**config.mk**
```make
export PLATFORM = sky130hd
export DESIGN_NAME = bitstream_sequencer
export DESIGN_NICKNAME = d
export VERILOG_FILES = /design/src/rtl/bitstream_sequencer.sv
export SDC_FILE = /design/constraint.sdc
export NUM_CORES = 1
export LEC_CHECK = 0
export CELL_PAD_IN_SITES_DETAIL_PLACEMENT = 1
export CELL_PAD_IN_SITES_GLOBAL_PLACEMENT = 2
export CORE_MARGIN = 8
export CORE_UTILIZATION = 23
export CTS_CLUSTER_SIZE = 40
export DETAILED_ROUTE_END_ITERATION = 8
export PLACE_DENSITY_LB_ADDON = 0.1
export SLEW_MARGIN = 20
export SYNTH_ARGS = -nofsm -noshare
export SYNTH_HDL_FRONTEND = slang
export SYNTH_SLANG_ARGS = --single-unit
```
**constraint.sdc**
```tcl
create_clock -name clk -period 3.1 [get_ports clk]
set_clock_uncertainty 0.15 [all_clocks]
set_input_delay 0.62 -clock clk [delete_from_list [all_inputs] [get_ports clk]]
set_output_delay 0.62 -clock clk [all_outputs]
set_load 0.005 [all_outputs]
```
**src/rtl/bitstream_sequencer.sv**
```systemverilog
// Scheduler for a bank of bitstreamer channels: latches a transmit job, then
// sequences reset/start/run per frame with a programmable repeat count and gap.
module bitstream_sequencer #(
   parameter int N_CH    = 4,
   parameter int DATALEN = 64,
   parameter int CNTLEN  = 8,
   parameter int CLK_DIV = 32,
   parameter int GAPW    = 16
) (
   input  logic                      clk,
   input  logic                      rst,
   input  logic                      cfg_valid,
   output logic                      cfg_ready,
   input  logic [N_CH*DATALEN-1:0]   cfg_data,
   input  logic [N_CH*CNTLEN-1:0]    cfg_phase,
   input  logic [7:0]                cfg_repeat,
   input  logic [GAPW-1:0]           cfg_gap,
   input  logic                      abort,
   output logic [N_CH*DATALEN-1:0]   bs_datain,
   output logic [N_CH*CNTLEN-1:0]    bs_phase_delay,
   output logic                      bs_rst,
   output logic                      bs_start,
   output logic                      busy,
   output logic                      done,
   output logic                      aborted,
   output logic [7:0]                rep_cnt
);

   localparam int RUN_BASE = DATALEN * CLK_DIV;
   localparam int RUN_CW   = $clog2(RUN_BASE + 2**CNTLEN + 1);

   typedef enum logic [2:0] {
      IDLE,
      ARM,
      START,
      RUN,
      GAP,
      DONE,
      ABORT
   } state_t;

   state_t                    state_q, state_d;
   logic [N_CH*DATALEN-1:0]   data_q, data_d;
   logic [N_CH*CNTLEN-1:0]    phase_q, phase_d;
   logic [CNTLEN-1:0]         max_phase_q, max_phase_d;
   logic [7:0]                reps_q, reps_d;
   logic [GAPW-1:0]           gap_q, gap_d;
   logic [7:0]                rep_cnt_q, rep_cnt_d;
   logic [RUN_CW-1:0]         run_cnt_q, run_cnt_d;
   logic [GAPW-1:0]           gap_cnt_q, gap_cnt_d;
   logic                      cfg_ready_q, cfg_ready_d;
   logic                      bs_rst_q, bs_rst_d;
   logic                      bs_start_q, bs_start_d;
   logic                      busy_q, busy_d;
   logic                      done_q, done_d;
   logic                      aborted_q, aborted_d;

   logic [CNTLEN-1:0]         cfg_max_phase;
   logic [RUN_CW-1:0]         run_last;
   logic [8:0]                rep_next;
   logic                      more_reps;

   // The run window must cover the slowest stream plus the largest phase offset.
   always_comb begin
      cfg_max_phase = '0;
      for (int k = 0; k < N_CH; k++) begin
         if (cfg_phase[k*CNTLEN +: CNTLEN] > cfg_max_phase) begin
            cfg_max_phase = cfg_phase[k*CNTLEN +: CNTLEN];
         end
      end
   end

   assign run_last  = RUN_CW'(RUN_BASE) + RUN_CW'(max_phase_q);
   assign rep_next  = {1'b0, rep_cnt_q} + 9'd1;
   assign more_reps = rep_next < {1'b0, reps_q};

   always_comb begin
      state_d     = state_q;
      data_d      = data_q;
      phase_d     = phase_q;
      max_phase_d = max_phase_q;
      reps_d      = reps_q;
      gap_d       = gap_q;
      rep_cnt_d   = rep_cnt_q;
      run_cnt_d   = run_cnt_q;
      gap_cnt_d   = gap_cnt_q;

      case (state_q)
         IDLE: begin
            if (cfg_valid && cfg_ready_q) begin
               data_d      = cfg_data;
               phase_d     = cfg_phase;
               max_phase_d = cfg_max_phase;
               gap_d       = cfg_gap;
               reps_d      = (cfg_repeat == 8'd0) ? 8'd1 : cfg_repeat;
               rep_cnt_d   = 8'd0;
               state_d     = ARM;
            end
         end
         ARM: begin
            state_d = abort ? ABORT : START;
         end
         START: begin
            run_cnt_d = '0;
            state_d   = abort ? ABORT : RUN;
         end
         RUN: begin
            // Abort wins over frame completion, so a frame cut on its last cycle is not counted.
            if (abort) begin
               state_d = ABORT;
            end else if (run_cnt_q == run_last) begin
               rep_cnt_d = rep_next[7:0];
               if (!more_reps) begin
                  state_d = DONE;
               end else if (gap_q == '0) begin
                  state_d = ARM;
               end else begin
                  gap_cnt_d = '0;
                  state_d   = GAP;
               end
            end else begin
               run_cnt_d = run_cnt_q + RUN_CW'(1);
            end
         end
         GAP: begin
            if (abort) begin
               state_d = ABORT;
            end else if (gap_cnt_q + GAPW'(1) == gap_q) begin
               state_d = ARM;
            end else begin
               gap_cnt_d = gap_cnt_q + GAPW'(1);
            end
         end
         DONE:    state_d = IDLE;
         ABORT:   state_d = IDLE;
         default: state_d = IDLE;
      endcase
   end

   // Outputs are decoded from the next state so they are registered alongside it.
   always_comb begin
      cfg_ready_d = (state_d == IDLE);
      bs_rst_d    = (state_d == ARM) || (state_d == ABORT);
      bs_start_d  = (state_d == START);
      busy_d      = (state_d != IDLE);
      done_d      = (state_d == DONE);
      aborted_d   = (state_d == ABORT);
   end

   always_ff @(posedge clk or negedge rst) begin
      if (!rst) begin
         state_q     <= IDLE;
         data_q      <= '0;
         phase_q     <= '0;
         max_phase_q <= '0;
         reps_q      <= 8'd0;
         gap_q       <= '0;
         rep_cnt_q   <= 8'd0;
         run_cnt_q   <= '0;
         gap_cnt_q   <= '0;
         cfg_ready_q <= 1'b0;
         bs_rst_q    <= 1'b1;
         bs_start_q  <= 1'b0;
         busy_q      <= 1'b0;
         done_q      <= 1'b0;
         aborted_q   <= 1'b0;
      end else begin
         state_q     <= state_d;
         data_q      <= data_d;
         phase_q     <= phase_d;
         max_phase_q <= max_phase_d;
         reps_q      <= reps_d;
         gap_q       <= gap_d;
         rep_cnt_q   <= rep_cnt_d;
         run_cnt_q   <= run_cnt_d;
         gap_cnt_q   <= gap_cnt_d;
         cfg_ready_q <= cfg_ready_d;
         bs_rst_q    <= bs_rst_d;
         bs_start_q  <= bs_start_d;
         busy_q      <= busy_d;
         done_q      <= done_d;
         aborted_q   <= aborted_d;
      end
   end

   assign cfg_ready      = cfg_ready_q;
   assign bs_datain      = data_q;
   assign bs_phase_delay = phase_q;
   assign bs_rst         = bs_rst_q;
   assign bs_start       = bs_start_q;
   assign busy           = busy_q;
   assign done           = done_q;
   assign aborted        = aborted_q;
   assign rep_cnt        = rep_cnt_q;

endmodule
```
==> summary by stage, run 1 <==
Power
Summing internal, switching and leakage power gives 24.37 mW. The analysis attributes to cell leakage a power of 12.77 nW. For this design the total switching power over the nets is 8.354 mW. Cell internal power was estimated by the tool at 16.01 mW. The share of total power dissipated in sequential elements is 34.3%. The maximum ir drop on the vdd rail is 0.0004138 V.

The net switching fraction of the power is 34.28%. The fraction of power consumed by the clock network is 23.5%. The areal power density over the cells is 900.0 nW/um2. The power share of the combinational group is 42.2%.

Logic synthesis
A synthesized cell averages 8.743 um2. Yosys printed 0 warnings. Synthesis inferred 365 register bits.

In this run, distinct cell masters in the synthesized netlist total 60. After synthesis the cells add up to 16040 um2. For this run, the register share of the synthesized area comes to 56.94%.

The net count after synthesis is 2185. The number of synthesized flops with an enable pin is 0. Ranked by total cell area, the synthesized netlist is headed by dfrtp_1 57%, nand2_1 22%, ha_1 2.7%, clkbuf_1 2.0%, o21ai_0 2.0%. The async set-or-reset flop fraction in the synthesized netlist is 100.0%. The count of mapped cells out of synthesis is 1835. The most used flip-flop cell after synthesis is dfrtp_1. The biggest area contributor in the post-synthesis netlist is dfrtp_1.

The share of Yosys cell area claimed by the top area cell type is 56.77%.

Worst setup path
The worst setup path is launched from an input pin. The peak fanout along the critical path is 8. The arrival time at the worst endpoint is 4.90 ns. The largest incremental delay on the critical path is 0.31 ns.

The critical path endpoint category is a register. The worst setup path is of the in -> reg kind. The data required time of the worst path is 3.41 ns. The master of the slowest instance on the critical path is ha_4.

Place
The final RePlAce weighted congestion is 0.8271. The quantity of I/O buffers inserted on ports is 617. Once detailed placement completed, the half-perimeter wirelength came to 58030 um. The placement-stage cell area is 24420 um2.

The pre-CTS setup slack is -2.844 ns.

Cells and area
The library cells used most frequently in the layout, excluding fill and tap cells, are 945 x nand2_1, 600 x clkdlybuf4s50_1, 359 x dfrtp_1. The net total in the final layout is 2950. Across the whole layout, storage elements account for 9141 um2.

The area used by multi-input combinational logic is 7152 um2. The area growth from synthesis to layout is 68.76%. Leaving out fill and tap cells, the most frequent cell in the layout is nand2_1. The finished cells cover 27080 um2. The share of final-layout standard cells stronger than drive strength 1 is 15.27%. Counting the fill cells in the layout gives 7912.

Status
The flow ran to the end, but the final reports show violations. The final reports fail on negative setup slack.

STA
The setup slack after layout is -1.496 ns. Derived from the worst setup path, the maximum achievable clock frequency is 217.6 MHz. The worst-margin pin slew is 0.9493 ns. The final-layout setup total negative slack is -11.79 ns. Setup repair after global routing could not meet its margin everywhere. The time the worst path needs with I/O delays and setup is 4.596 ns. The number of endpoints with negative hold slack in the final report is 0. The number of pins exceeding their max-slew limit in the final report is 0. Setup violations remaining at the end of the flow were counted as 8. The final clock period utilization by the worst path is 148.3%. The worst pin sits at a relative slew slack of 36.29%.

Global route
The initial antenna violation count is 18. The residual overflow from global routing is 0. The first-pass GRT wire length is 114100 um. The maximum number of pins on one net before global-route repair is 137.

The via count of the first global-routing pass is 17.35k. Global routing consumed, over all layers together, 19.02% of the routing resources.

Drt
After detailed routing, the total wire length is 76930 um. Dividing the detail-routed wire length by the instance count gives 21.42 um. The first routing iteration left 679 violations. Before antenna repair, the detailed router went through 4 iterations. The routed via count divided by cell count is 4.325. The total DRC errors in the routed layout is 0. The residual antenna-violating net count after detailed routing is 0. The detailed-route via count is 15.54k.

Floorplanning
The effective utilization at floorplan is 23.07%. The number of I/O pins is 618. The x dimension of the die is 280.1 um. From bottom edge to top edge, the die measures 280.1 um.

After floorplanning, the core was sized to cover 69540 um2. The floorplan step defined a die boundary enclosing 78460 um2. The total number of placement rows is 97.

Clock network
TritonCTS built the clock tree. The clock tree root driver cell is clkbuf_16. The clock buffer count from CTS is 48. The clock-pin slew of the registers on the worst-case setup and hold paths is 0.06 ns.

The H-tree depth is 2. The total number of clock tree sinks is 365. The maximum number of buffers from clock root to sink is 3. The later pin in the worst-skew pair is clocked with a latency of 0.57 ns.

Hold path
The worst hold path belongs to the class in -> reg.

Job
Across the run, the number of max-cap violations was 0.
## cell type report
cell class,count,share of cell area (%)
flip-flops and latches,365,33.76
clock inverters,15,0.6192
clock buffers,75,5.374
repair buffers,808,28.96
diodes,12,0.1109
well taps,940,4.344
inverters,27,0.4205
multi-input cells,1350,26.41
## registers in the layout, summed over array words and instances (netlist names)
name,cells
rep_cnt,8
gap_cnt_q,16
bs_datain,256
cfg_ready,1
reps_q,8
bs_phase_delay,32
bs_start,1
bs_rst,1
run_cnt_q,12
busy,1
state_q,3
max_phase_q,8
gap_q,16
done,1
aborted,1
## synth_stat cells, drive strengths merged (3+ instances only)
master and count:
and3 6, a21oi 19, ha 34, nor2b 5, and2 4, nor4 10, o31ai 9, nand2 959
a31oi 6, nor3 7, o21ai 72, nand3 26, a21o 9, or3 5, nor2 32, dfrtp 364
buf 10, o21a 14, nand4 11, inv 27, xor2 16, o211a 8, o311a 10, nand2b 3
nor4b 4, or2 12, clkbuf 88, nor3b 3, and4 4, xnor2 28, a211oi 9
## power groups by stage
stage	Sequential, mW	Combinational, mW	Clock (mW)
after floorplan	8.34	3.21	0
after global placement	8.32	10.0	0
after detailed placement	8.39	10.1	0
after CTS	8.38	10.5	5.95
after global routing	8.66	11.3	6.12
final	8.35	10.3	5.73
## path summary, 6_finish.rpt
kind | start | end | slack (ns) | depth (start not counted)
max reg2reg | rep_cnt[2] | busy | 0.05 | 14
min in group asynchronous | rst | bs_phase_delay[16] | 0.45 | 2
max in group asynchronous | rst | bs_datain[145] | 1.51 | 3
min reg2reg | bs_datain[82] | bs_datain[82] | 0.32 | 2
min | cfg_phase[9] | bs_phase_delay[9] | 0.24 | 4
max | cfg_phase[1] | max_phase_q[7] | -1.50 | 26
## through the flow
step | hold slack, ns | instances | utilization [%]
2_1_floorplan | 0.1744 | 1835 | -
3_3_place_gp | 0.3079 | 3444 | 35.11
3_5_place_dp | 0.3117 | 3444 | 35.11
4_1_cts | 0.1865 | 3573 | 38.64
5_1_grt | 0.2024 | 3583 | 38.90
6_report | 0.2400 | 3592 | 38.93
## kinds of logic (layout without fill, tap and decap cells)
kind of cell	after synthesis	in the layout	synth area share [%]
adders and majority gates	34	34	2.651
muxes	1	1	0.06239
and+or+nand+nor	1094	1095	27.72
xor gates and xnor gates	44	44	2.402
AOI/OAI and AO/OA	172	176	7.112
buffers and inverters	125	925	3.112
other	0	12	0
DFF	365	365	56.94
## what timing repair did
action	CTS	global route
setup buffers	34	7
gates resized for setup	145	35
cloned	5	0
hold buffers	1	0
setup endpoints to repair	31	29
pin swaps	80	20
endpoints found under the hold margin	49	0
## worst max-delay path: cells and delay by family
family	cells	cell delay (ns)
buf+inv	5	0.56
compound gates	10	1.63
simple gates	8	1.24
fa+ha+maj	3	0.83
## per-layer routing
| layer | GRT usage (%) | up-vias | share of wire, % |
|---|---|---|---|
| li1 | - | 7405 | - |
| met1 | 21.05 | 7706 | 38 |
| met2 | 34.81 | 347 | 52 |
| met3 | 6.992 | 69 | 8.0 |
| met4 | 3.578 | 8 | 1.3 |
| met5 | 0 | - | 0.064 |
(Power assumes the default switching activity.)
==> inputs of run 2 (changes only) <==
--- a/config.mk
+++ b/config.mk
@@ -12,6 +12,7 @@
 export CTS_CLUSTER_SIZE = 40
 export DETAILED_ROUTE_END_ITERATION = 8
 export PLACE_DENSITY_LB_ADDON = 0.1
+export SETUP_SLACK_MARGIN = 0.4
 export SLEW_MARGIN = 20
 export SYNTH_ARGS = -nofsm -noshare
 export SYNTH_HDL_FRONTEND = slang
==> summary by stage, run 2 (synthesis results as in run 1) <==
Status
The run finished, with violations left. The final reports fail on negative setup slack.

Floorplanning
Once the floorplan was initialized, standard cells occupied 23.07% of the core. The area of the core is 69540 um2. In this run the vertical extent of the chip is 280.1 um.

During I/O placement, the number of pins put on the boundary was 618. The total number of placement rows is 97. The floorplan step set the die width to 280.1 um. The overall die area is 78460 um2.

Worst setup path
The arrival time at the worst endpoint is 4.98 ns. In this run the worst path has a maximum fanout of 8. The startpoint-to-endpoint class of the critical path is in -> reg. STA classifies the critical path startpoint as an input pin. STA classifies the critical path endpoint as a register. The number of cells on the worst reg-to-reg path is 15.

The worst register-to-register path begins at rep_cnt[0]. In this run the register-to-register setup slack is 0.08 ns. The data required time of the worst path is 3.40 ns. The endpoint identified for the worst register-to-register timing path is gap_cnt_q[9]. The start point of the critical path is cfg_phase[1].

Hold path
The classification of the worst-slack hold path is in -> reg. The endpoint of the worst hold path is bs_phase_delay[9]. In this run the most critical hold path is launched from cfg_phase[9].

The worst hold path was traced through 4 stages.

Drt
The routed via count divided by cell count is 4.363. The residual antenna-violating net count after detailed routing is 0. After detailed routing, the average wire length per cell comes to 22.00 um. The starting DRC count in detailed routing is 599. The first TritonRoute pass finished after 4 iterations. For this run, design rule violations remaining after detail routing come to 0.

The total wirelength of the detailed-routed design is 79500 um. For this block, the via count after detailed routing is 15.76k.

Cells and area
Compared with the post-synthesis result, the final layout area differs by 70.71%. Leaving out fill and tap cells, the most frequent cells in the layout are 950 x nand2_1, 601 x clkdlybuf4s50_1, 358 x dfrtp_1. The number of fill cells in the layout is 7922. Leaving out fill and tap cells, the most frequent cell in the layout is nand2_1.

The final cell utilization of the core is 39.38%. The post-route netlist has 16.15% of its cells at a drive strength greater than 1. The net total in the final layout is 2971. The area of all placed cells without fillers is 27390 um2.

The flip-flop count of the largest register, all copies and words added is 256. Excluding fillers, the count of instances in the completed layout stands at 3613.

Global route
Global routing consumed, over all layers together, 19.67% of the routing resources. The initial antenna violation count is 31. The via count of the first global-routing pass was 17.57k. The maximum number of pins on one net before global-route repair is 132. The residual overflow from global routing is 0. The first global-routing pass estimated 117100 um of wire.

STA
After layout, the worst path uses 151.0% of the clock period. Setup repair after global routing could not meet its margin everywhere. The normalized max-slew margin is 48.89%. The number of setup violations in the final report is 9. Hold is met by 0.2764 ns. Across all setup checks in the final design, the least slack found is -1.582 ns. For the pin with the worst max-slew slack, the measured transition is 0.7666 ns. The number of endpoints with negative hold slack in the final report is 0. The maximum achievable frequency is 213.6 MHz. The time the worst path needs with I/O delays and setup is 4.682 ns. The number of pins exceeding their max-slew limit in the final report is 0. The final-layout setup total negative slack is -13.62 ns.

Clock network
The clock buffer count from CTS is 49. The TritonCTS clock tree is built. The clock latency on the worst-skew pair is 0.58 ns.

Clock tree synthesis selected as its root buffer the cell clkbuf_16. The H-tree depth is 2. Clock tree synthesis found a total of 365 sinks. Counting along the longest clock path gives a buffer depth of 3. The clock-pin slew of the registers on the worst-case setup and hold paths is 0.06 ns.

Power
The worst-case IR drop observed on VDD is 0.0004063 V. The areal power density over the cells is 892.9 nW/um2. The leakage power is 12.96 nW.

Power comes to 24.46 mW.

Job
Max-cap violations in this run came to 0.

Place
The placed instances occupy a cell area of 24310 um2. At the placement stage, the worst setup path has a slack of -2.871 ns. The post-DP HPWL is 59000 um. The number of instances in the placed design is 3425. The final RePlAce weighted congestion is 0.8162. In this run the tool buffered the top-level ports with 617 buffer cells.
-- run 2: worst max-delay path, cell delays in order --
cell	delay, ns
buf_8	0.11
inv_12	0.04
ha_4	0.19
nor2b_4	0.13
o21a_1	0.17
o21a_1	0.22
o21a_4	0.23
o21bai_4	0.25
buf_6	0.14
a211oi_2	0.06
or2_4	0.25
ha_4	0.22
nor2b_4	0.12
o21a_1	0.16
o21a_1	0.19
o21ai_4	0.20
a31oi_4	0.16
o21a_1	0.20
ha_1	0.31
a21o_1	0.19
a21o_1	0.16
a21oi_2	0.18
o21ai_4	0.11
nand2_4	0.13
o311a_1	0.19
o21ai_1	0.07
-- run 2: timing repair --
| item | CTS | global route |
|---|---|---|
| buffers inserted | 64 | 15 |
| gates cloned | 5 | 0 |
| pin swaps | 62 | 51 |
| gates resized for setup | 135 | 93 |
| hold buffers | 1 | 0 |
| endpoints found under the hold margin | 67 | 0 |
| endpoints found under the setup margin | 31 | 33 |
-- run 2: power by group --
group          internal (mW)  switching, mW
sequential              6.99           1.42
combinational           5.64           4.78
clock                   3.40           2.24
total                   16.0           8.43
-- run 2: how the worst max path moves through the flow --
stage / endpoint / slack [ns]
floorplan: max_phase_q[5] / -1.86
global placement: max_phase_q[1] / -2.78
detailed placement: max_phase_q[1] / -2.87
CTS: max_phase_q[5] / -1.42
global route: max_phase_q[1] / -1.75
finish: max_phase_q[1] / -1.58
-- run 2: layer usage --
metal | GRT usage [%] | wire (um) | vias up | share of wire (%)
li1 | - | - | 7447 | -
met1 | 21.19 | 29220 | 7726 | 37
met2 | 34.56 | 41050 | 402 | 52
met3 | 7.125 | 6106 | 161 | 7.7
met4 | 8.405 | 2962 | 26 | 3.7
met5 | 0 | 160 | - | 0.20
-- run 2: final cells by class --
class | instances | area (um2) | share of cell area, %
Tap cell | 940 | 1176 | 4.294
Clock inverter | 11 | 122.6 | 0.4477
Timing Repair Buffer | 830 | 8159 | 29.79
Inverter | 27 | 118.9 | 0.4340
Antenna cell | 17 | 42.54 | 0.1553
Clock buffer | 75 | 1465 | 5.349
Sequential cell | 365 | 9143 | 33.38
Multi-Input combinational cell | 1348 | 7162 | 26.15
==> inputs of run 3 (changes only) <==
--- a/config.mk
+++ b/config.mk
@@ -12,6 +12,7 @@
 export CTS_CLUSTER_SIZE = 40
 export DETAILED_ROUTE_END_ITERATION = 8
 export PLACE_DENSITY_LB_ADDON = 0.1
+export REMOVE_ABC_BUFFERS = 1
 export SETUP_SLACK_MARGIN = 0.4
 export SLEW_MARGIN = 20
 export SYNTH_ARGS = -nofsm -noshare
==> summary by stage, run 3 (synthesis results as in run 1) <==
Status
The flow ran to the end, but the final reports show violations. The final reports fail on negative setup slack.

Drt
The pre-antenna-repair detailed-routing pass consisted of 4 iterations. The count of nets left with antenna violations once routing finished came out at 0. After detailed routing, the number of vias per cell comes to 4.281. Wires add up to 73450 um. Dividing the detail-routed wire length by the instance count gives 20.45 um. After detailed routing, the number of remaining DRC violations is 0. The starting DRC count in detailed routing is 723. The routed layout has 15.38k vias.

Hold path
The path class of the tightest hold or removal check is in -> reg. The hold-critical path depth is 4.

Cells and area
In the final layout, the share of cells above drive strength 1 is 14.42%. The final cell utilization of the core is 38.63%. From synthesis to final layout, the design area changed by 67.45%. The number of standard cells in the layout, taps in and fillers out is 3592. The library cell used most frequently in the layout, excluding fill and tap cells, is nand2_1. The register with the most flip-flops in the layout has 256 of them. After the last flow step, the layout net total stands at 2947. Once layout is done, the placed cells without fillers occupy 26870 um2. Leaving out fill and tap cells, the most frequent cells in the layout are 954 x nand2_1, 600 x clkdlybuf4s50_1, 364 x dfrtp_1.

Worst setup path
The peak fanout along the critical path is 8. The startpoint-to-endpoint class of the critical path is in -> reg. The largest incremental delay on the critical path is 0.27 ns. The critical path runs through a total of 26 cells. In this design, the largest share of critical-path delay is due to compound AO/OA/AOI/OAI gates.

The slowest stage of the critical path belongs to the cell ha_4. Counting stages on the worst path, the most repeated cell is o21a_1. The critical path buffer and inverter count is 5. At the worst endpoint, the required time is 3.42 ns. Data arrives at the worst endpoint at 4.76 ns.

The critical path endpoint category is a register. The launching element type of the critical path is an input pin. The number of cells on the worst reg-to-reg path is 14.

STA
The post-route worst hold slack is 0.2427 ns. The maximum achievable frequency is 225.1 MHz. Setup repair after global routing could not meet its margin everywhere. The setup slack after layout is -1.343 ns.

In this run the tightest slew margin relative to its limit is 58.34%. The number of endpoints with negative hold slack in the final report was 0. The number of pins exceeding their max-slew limit in the final report is 0. The number of setup violations in the final report is 9. The final clock period utilization by the worst path is 143.3%. For the pin with the worst max-slew slack, the measured transition is 0.6249 ns. For the finished layout, the period the worst path requires is 4.443 ns.

Global route
The met3 global-route usage is 5.379%. The peak-usage layer in the global routing report is met2. The initial antenna violation count is 22.

The met1 global-route usage is 20.36%. The via count of the first global-routing pass is 17.18k. Entering global routing, the biggest net connects 100 pins. The first-pass GRT wire length is 110000 um. The residual overflow from global routing is 0. The overall routing resource usage is 18.26%. The met2 track demand over resource is 32.98%.

Clock network
The H-tree depth is 2. The number of clock buffers added by TritonCTS is 48. The total number of clock tree sinks is 365.

The clock-pin slew of the registers on the worst-case setup and hold paths is 0.06 ns. The maximum number of buffers from clock root to sink is 3. For the worst-skew pair, the clock arrives at the later sink with an insertion delay of 0.59 ns. TritonCTS built the clock tree. The tree is rooted in a clkbuf_16.

Floorplanning
The die is 280.1 um wide. The overall die area is 78460 um2. In this run the vertical extent of the chip is 280.1 um.

The number of I/O pins is 618. Once the floorplan was initialized, standard cells occupied 23.07% of the core. The core region is 69540 um2. The total number of placement rows is 97.

Power
The areal power density over the cells is 901.3 nW/um2. The leakage power is 12.76 nW. The power share of the combinational group is 42.0%. In this run, flip-flops and latches consume 34.5% of the power. The maximum ir drop on the vdd rail is 0.0004504 V. The design draws 24.21 mW. The net switching component of the power is 8.190 mW.

The internal power consumption is 16.02 mW. The fraction of power consumed by the clock network is 23.5%. In this run switching power makes up 33.82% of total power.

Place
The count of buffers added on input and output ports is 617. The placement-stage cell area is 24420 um2. The number of instances in the placed design is 3456.

The final RePlAce weighted congestion is 0.8268. The post-DP HPWL is 55620 um.

Job
The max-capacitance violation count is 0.
==> run 3: path summary, 6_finish.rpt <==
check | to | slack [ns] | startpoint
max in group asynchronous | bs_datain[232] | 1.49 | rst
min in group asynchronous | bs_datain[187] | 0.45 | rst
worst min-delay path | bs_phase_delay[0] | 0.24 | cfg_phase[0]
worst max register to register | busy | -0.01 | rep_cnt[2]
worst min register to register | bs_datain[144] | 0.32 | bs_datain[144]
worst max-delay path | max_phase_q[2] | -1.34 | cfg_phase[10]
==> run 3: through the flow <==
stage          setup slack, ns  TNS [ns]
6_report                -1.343    -10.62
5_1_grt                 -1.537    -15.47
4_1_cts                 -1.430    -11.39
3_5_place_dp            -2.763    -24.03
3_3_place_gp            -2.687    -22.69
2_1_floorplan           -10.39  -2482.20
==> run 3: what timing repair did <==
item	4_1_cts	5_1_grt
hold buffers	1	0
buffers inserted	24	6
resized for setup	138	40
pin swaps	72	40
endpoints found under the setup margin	31	34
hold endpoints to repair	48	0
==> run 3: power by group through the flow <==
stage	logic (mW)	registers [mW]	clock network [mW]
after floorplan	3.20	8.39	0
after global placement	9.94	8.30	0
after detailed placement	10.0	8.39	0
after CTS	10.3	8.38	5.94
after global routing	11.2	8.68	6.11
final	10.2	8.35	5.69
==> run 3: cell type report <==
class	instances	area, um2
Fill cell	7895	42680
Sequential cell	365	9135
Timing Repair Buffer	810	7878
Multi-Input combinational cell	1345	6927
Clock buffer	75	1454
Tap cell	940	1176
Clock inverter	13	147.6
Inverter	27	106.4
Antenna cell	17	42.54
==> run 3: tightest hold or removal path: cells and delay by family <==
| kind | cells | cell delay (ns) |
|---|---|---|
| buf+inv | 2 | 0.21 |
| simple gates | 2 | 0.10 |
==> run 3: layer usage <==
metal,vias up,share of wire [%]
li1,7386,-
met1,7555,38
met2,312,53
met3,111,6.5
met4,12,2.7
met5,-,0.10
==> variant 1 (flow settings as in run 2) <==
Make the reset (`rst`) synchronous in one clocked block.
--- a/src/rtl/bitstream_sequencer.sv
+++ b/src/rtl/bitstream_sequencer.sv
@@ -148,5 +148,5 @@
    end
 
-   always_ff @(posedge clk or negedge rst) begin
+   always_ff @(posedge clk) begin
       if (!rst) begin
          state_q     <= IDLE;
Function: differs if rst is asserted again (counterexample within 4 cycles, from zero or initial values and one cycle with rst low); with rst held inactive, the same outputs for 4 cycles.
==> variant 1 against run 2 <==
  * The flow still finishes with violations (negative setup slack)
  * Setup slack improved by 0.20 ns
  * Synthesized cell count rose by 3.3%
  * Sequential cell count stayed put
  * Cell area fell by 6.3%
  * Critical path type unchanged
  * Area after synthesis down 2.3%
  * Critical path depth rose by 1
  * Critical endpoint is now max_phase_q[1]
  * Wire length decreased by 6.3%
Power is not compared: it rests on default switching activity, and its combinational part moved more than twofold at a synthesized area within 25%.
==> variant 1: results (changes against run 2) <==
status: "finished, violations left"
failed_checks: "negative setup slack"
ir_drop_v: 0.000369
worstHoldPathType: "input pin to flip-flop"
ys_types: 67  # +12%
worstMarginPinSlew_ns: 0.796  # +0.0295 ns
post-dp-hpwl_um: 56700  # -3.9%
clkSlewWorstSetupHoldPaths_ns: 0.07
grt_pass1_vias: 17000  # -3.3%
clkLatencyLatePin_ns: 0.58  # about the same
hold_start: "cfg_phase[5]"
drt_iter0_drc: 569  # -5.0%
yosysSeqAreaShare_pct: 46.6  # -10 points
crit_arrival_ns: 4.79  # -0.19 ns
r2r-start: "rep_cnt[0]"
synth_nets: 2246  # +2.8%
critical_path.max_fanout: 4  # -4
clockRootBuffer: "clkbuf_16"
port-buffer-count: 617  # unchanged
netlist_top_cells_area: "dfxtp_1, nand2_1, a21boi_0"
slowest_delay_ns: 0.32
worstReg2RegEnd: "gap_cnt_q[7]"
ys_async_sr_fraction_pct: 0  # -100 points
vias: 15700  # -0.56%
totalNegativeSetupSlack_ns: -10.91  # +2.71 ns
crit_path_top_delay_cell: "ha_1"
synth_edf_count: 0  # unchanged
remaining_drc_errors: 0  # unchanged
ys.warnings.count: 0  # unchanged
p_leak_nw: 9.22
r2r_setup_slack_ns: 0.09
setup_slack_ns: -1.39  # +0.195 ns
synthTopCellsByCount: "nand2_1, dfxtp_1, a21boi_0"
drive_above_1_share_pct: 12.4  # -3.7 points
grt_antenna_before_repair: 13  # -58%
finalWeightedCongestion: 0.784  # -4.0%
grt_max_degree: 130  # -1.5%
r2r_cells: 13  # -2
clockBufferDepth: 3  # unchanged
grt_first_pass_wirelength_um: 111000  # -4.9%
setup.worst_path.start: "cfg_phase[9]"
nets: 2919  # -1.8%
grt.total_usage_pct: 18.6  # -1.0 points
critPathTopFamily: "compound AO/OA/AOI/OAI gates"
drv_cap: 0  # unchanged
wl_um: 74500  # -6.3%
setup_viol: 8  # -1
numCtsBuffers: 48  # -2.0%
largest_reg_flops: 256  # unchanged
dr.pass1.iters: 4  # unchanged
endpoint: "max_phase_q[1]"
min_path_cells: 4  # unchanged
cts-htree-levels: 2  # unchanged
[variant 1: cell count changes after synthesis, moves of 10 or more]
cell      delta
o311a_1     -10
nor2b_1     +12
a21boi_0   +311
or2_2       -10
o21ai_0     -33
and2_1      +11
nand4_1     +10
nand2_1    -305
dfxtp_1    +365
clkbuf_1    +28
mux2i_1     +15
nor3_1      +16
dfrtp_1    -364
o22ai_1     +10
[variant 1: what timing repair did]
action,CTS,global route
gates resized for setup,109,40
hold endpoints to repair,0,0
gates cloned,1,0
pin swaps,44,33
buffers inserted,22,6
setup endpoints to repair,32,35
[variant 1: stage by stage]
step | std cells | instance area (um^2) | setup WS, ns | hold slack, ns
6_report | 3482 | 25700 | -1.39 | 0.282
5_1_grt | 3480 | 25700 | -1.64 | 0.261
4_1_cts | 3472 | 25600 | -1.37 | 0.247
3_5_place_dp | 3363 | 23500 | -2.57 | 0.309
3_3_place_gp | 3363 | 23500 | -2.49 | 0.299
2_1_floorplan | 1896 | 15800 | -1.61 | 0.293
[variant 1: area by class of cell]
type	count	area, um^2
Timing Repair Buffer	751	7320
Fill cell	7705	41600
Clock buffer	73	1460
Inverter	31	121
Antenna cell	4	10.0
Multi-Input combinational cell	1372	8180
Clock inverter	13	154
Tap cell	873	1090
Sequential cell	365	7330
[variant 1: metal layers]
metal  wire length, um  part of all wire [%]  vias up  global-route usage (%)
met4              1700                   2.3       12                    4.93
met5                77                  0.10        -                       0
met1             28800                    39     7516                    19.7
li1                  -                     -     7655                       -
met2             38400                    51      385                    34.5
met3              5610                   7.5      105                    6.86
[variant 1: worst min-delay path by stage]
stage / to / slack [ns]
floorplan: reps_q[1] / 0.29
global placement: bs_datain[189] / 0.30
detailed placement: bs_datain[35] / 0.31
CTS: bs_phase_delay[9] / 0.25
global route: bs_phase_delay[5] / 0.26
finish: bs_phase_delay[5] / 0.28
[variant 1: kinds of logic after synthesis]
| family | after synthesis | share of synthesized area (%) |
|---|---|---|
| and+or+nand+nor | 839 | 22.7 |
| AOI/OAI and AO/OA | 442 | 20.6 |
| DFF | 365 | 46.6 |
| muxes | 17 | 1.09 |
| adders and majority gates | 34 | 2.71 |
| xor gates and xnor gates | 39 | 2.18 |
| buffers and inverters | 160 | 4.15 |
[variant 1: report_power, final]
group	switching, W	total [W]	internal (W)
combinational	0.00239	0.00466	0.00227
clock	0.00225	0.00572	0.00347
sequential	0.000375	0.00571	0.00533
total	0.00501	0.0161	0.0111
[variant 1: worst register-to-register path: cells and delay by family (launching register included)]
family                   cells  cell delay, ns
XOR/XNOR                     1            0.14
buffers and inverters        1            0.17
AND/OR/NAND/NOR              4            0.64
adder cells (fa/ha/maj)      2            0.46
flip-flops                   1            0.36
AO/OA/AOI/OAI                5            1.00
==> variant 2 (flow settings as in run 2) <==
Without the edit above. The parameter `CLK_DIV` goes from 32 to 128.
--- a/src/rtl/bitstream_sequencer.sv
+++ b/src/rtl/bitstream_sequencer.sv
@@ -5,5 +5,5 @@
    parameter int DATALEN = 64,
    parameter int CNTLEN  = 8,
-   parameter int CLK_DIV = 32,
+   parameter int CLK_DIV = 128,
    parameter int GAPW    = 16
 ) (
Formal check against the unedited RTL: no difference found for any inputs over 4 cycles, from zero or initial values and one cycle with rst low; that may be too few to reach the edited logic, so the function may still have changed.
==> variant 2 against run 2 <==
  * The run still ends with negative setup slack left
  * Core utilization fell by 0.28 points
  * Cell area fell by 0.53%
  * Setup slack improved by 0.038 ns
  * Global-route usage fell by 1.2 points
  * Count of clock-buffer cells in the layout did not move
  * Sequential cell count rose by 2
  * Area after synthesis rose by 0.23%
  * Total power fell by 1.6%
  * Wire length fell by 5.4%
  * Critical path type unchanged
  * Critical endpoint is now max_phase_q[7]
  * Largest cell class unchanged
==> variant 2: results (changes against run 2) <==
post-dp-hpwl_um: 57600  # -2.4%
wl_per_cell_um: 21.0  # -4.7%
drt_iter0_drc: 723  # +21%
area_growth_syn_to_layout_pct: 69.4
ys.warnings.count: 0  # unchanged
clockBufferDepth: 3  # unchanged
min_path_cells: 2  # -2
dr.pass1.iters: 5  # +1
grt_antenna_before_repair: 30  # -3.2%
postRouteAntennaNets: 0  # unchanged
worstHoldPathType: "flip-flop to flip-flop"
drive_above_1_share_pct: 15.7  # -0.48 points
crit_path_top_delay_cell: "a211o_1"
critical_path.max_fanout: 8  # unchanged
numCtsBuffers: 49  # unchanged
synth_top_flop_cell: "dfrtp_1"
dp_slack_ns: -2.81  # +0.0649 ns
ys_types: 64  # +6.7%
hold_start: "bs_datain[76]"
synth_most_common_cell: "nand2_1"
cts-htree-levels: 2  # unchanged
crit_arrival_ns: 4.96  # -0.02 ns
worstReg2RegEnd: "busy"
placed_area_um2: 24500  # +0.83%
vias: 15500  # -1.4%
failed_checks: "negative setup slack"
status: "finished, violations left"
netlist_top_cells_area: "dfrtp_1, nand2_1, ha_1"
r2r_cells: 13  # -2
grt_max_degree: 99  # -25%
grt_pass1_vias: 17000  # -3.2%
setup_viol: 8  # -1
ir_drop_v: 0.000473  # +16%
r2r_setup_slack_ns: 0.05  # -0.03 ns
port-buffer-count: 617  # unchanged
yosysSeqAreaShare_pct: 57.1  # +0.18 points
grt.total_usage_pct: 18.5  # -1.2 points
synthTopCellsByCount: "nand2_1, dfrtp_1, clkbuf_1"
clkLatencyLatePin_ns: 0.59
nFillCells: 7976  # +0.68%
largest_reg_flops: 256  # unchanged
synth_nets: 2191  # +0.27%
worstHoldEndpoint: "bs_datain[76]"
grt_first_pass_wirelength_um: 112000  # -4.4%
r2r-start: "rep_cnt[1]"
setup_slack_ns: -1.54  # +0.0379 ns
clkSlewWorstSetupHoldPaths_ns: 0.05
clockRootBuffer: "clkbuf_16"
nets: 2946  # -0.84%
worstMarginPinSlew_ns: 0.807  # +0.0403 ns
critPathTopFamily: "compound AO/OA/AOI/OAI gates"
p_int_w: 0.0158  # -1.5%
slowest_delay_ns: 0.32
finalWeightedCongestion: 0.823  # +0.86%
overflow: 0  # unchanged
ys_async_sr_fraction_pct: 100  # unchanged
p_leak_nw: 12.6  # -2.7%
-- variant 2: what timing repair did --
action	in CTS	in global routing
endpoints found under the hold margin	46	0
endpoints found under the setup margin	37	36
resized for setup	120	66
setup buffers	26	8
pin swaps	54	42
hold buffers	1	0
cloned	1	0
-- variant 2: stage by stage --
stage	hold WS [ns]	power, W	instances	setup TNS, ns
after floorplan	0.174	0.0114	1841	-13.43
after global placement	0.307	0.0177	3449	-21.81
after detailed placement	0.314	0.0179	3449	-23.13
after CTS	0.327	0.0243	3568	-11.85
after global routing	0.333	0.0258	3582	-13.97
final	0.322	0.0241	3588	-12.27
-- variant 2: power by group through the flow --
stage          Sequential, W  Clock [W]  Combinational, W
6_report             0.00814    0.00575            0.0102
3_5_place_dp         0.00816          0           0.00970
5_1_grt              0.00843    0.00616            0.0112
3_3_place_gp         0.00809          0           0.00959
4_1_cts              0.00814    0.00600            0.0102
2_1_floorplan        0.00810          0           0.00327
-- variant 2: layer usage --
metal | global-route usage [%] | vias to the layer above | routed length [um]
met2 | 31.7 | 380 | 37400
met3 | 7.22 | 102 | 6240
li1 | - | 7416 | -
met5 | 0 | - | 180
met1 | 21.7 | 7623 | 30000
met4 | 4.09 | 28 | 1430
-- variant 2: how the worst max path moves through the flow --
| stage | startpoint | endpoint | slack (ns) | depth (start not counted) |
|---|---|---|---|---|
| floorplan | cfg_phase[1] | max_phase_q[2] | -1.71 | 25 |
| global placement | cfg_phase[1] | max_phase_q[2] | -2.73 | 27 |
| detailed placement | cfg_phase[1] | max_phase_q[2] | -2.81 | 27 |
| CTS | cfg_phase[1] | max_phase_q[7] | -1.49 | 30 |
| global route | cfg_phase[1] | max_phase_q[5] | -1.73 | 30 |
| finish | cfg_phase[1] | max_phase_q[7] | -1.54 | 29 |
-- variant 2: kinds of logic (layout without fill, tap and decap cells) --
group / after synthesis / count (layout) / share of synthesized area [%]
and+or+nand+nor: 1133 / 1133 / 28.8
muxes: 9 / 9 / 0.576
DFF: 367 / 367 / 57.1
adders and majority gates: 34 / 34 / 2.65
other: 0 / 12 / 0
buffers and inverters: 122 / 916 / 3.05
AOI/OAI and AO/OA: 135 / 136 / 5.63
xor gates and xnor gates: 41 / 41 / 2.23
-- variant 2: area by class of cell --
class                   instances  area share, %
flip-flops and latches        367           33.7
repair buffers                800           28.7
clock buffers                  75           5.37
inverters                      25          0.390
diodes                         12          0.110
multi-input cells            1353           26.6
well taps                     940           4.32
clock inverters                16          0.684
-- variant 2: tightest hold or removal path, stage by stage, from the launching register on --
cell and delay, ns:
dfrtp_1 0.33, nand2_1 0.05, nand2_1 0.06
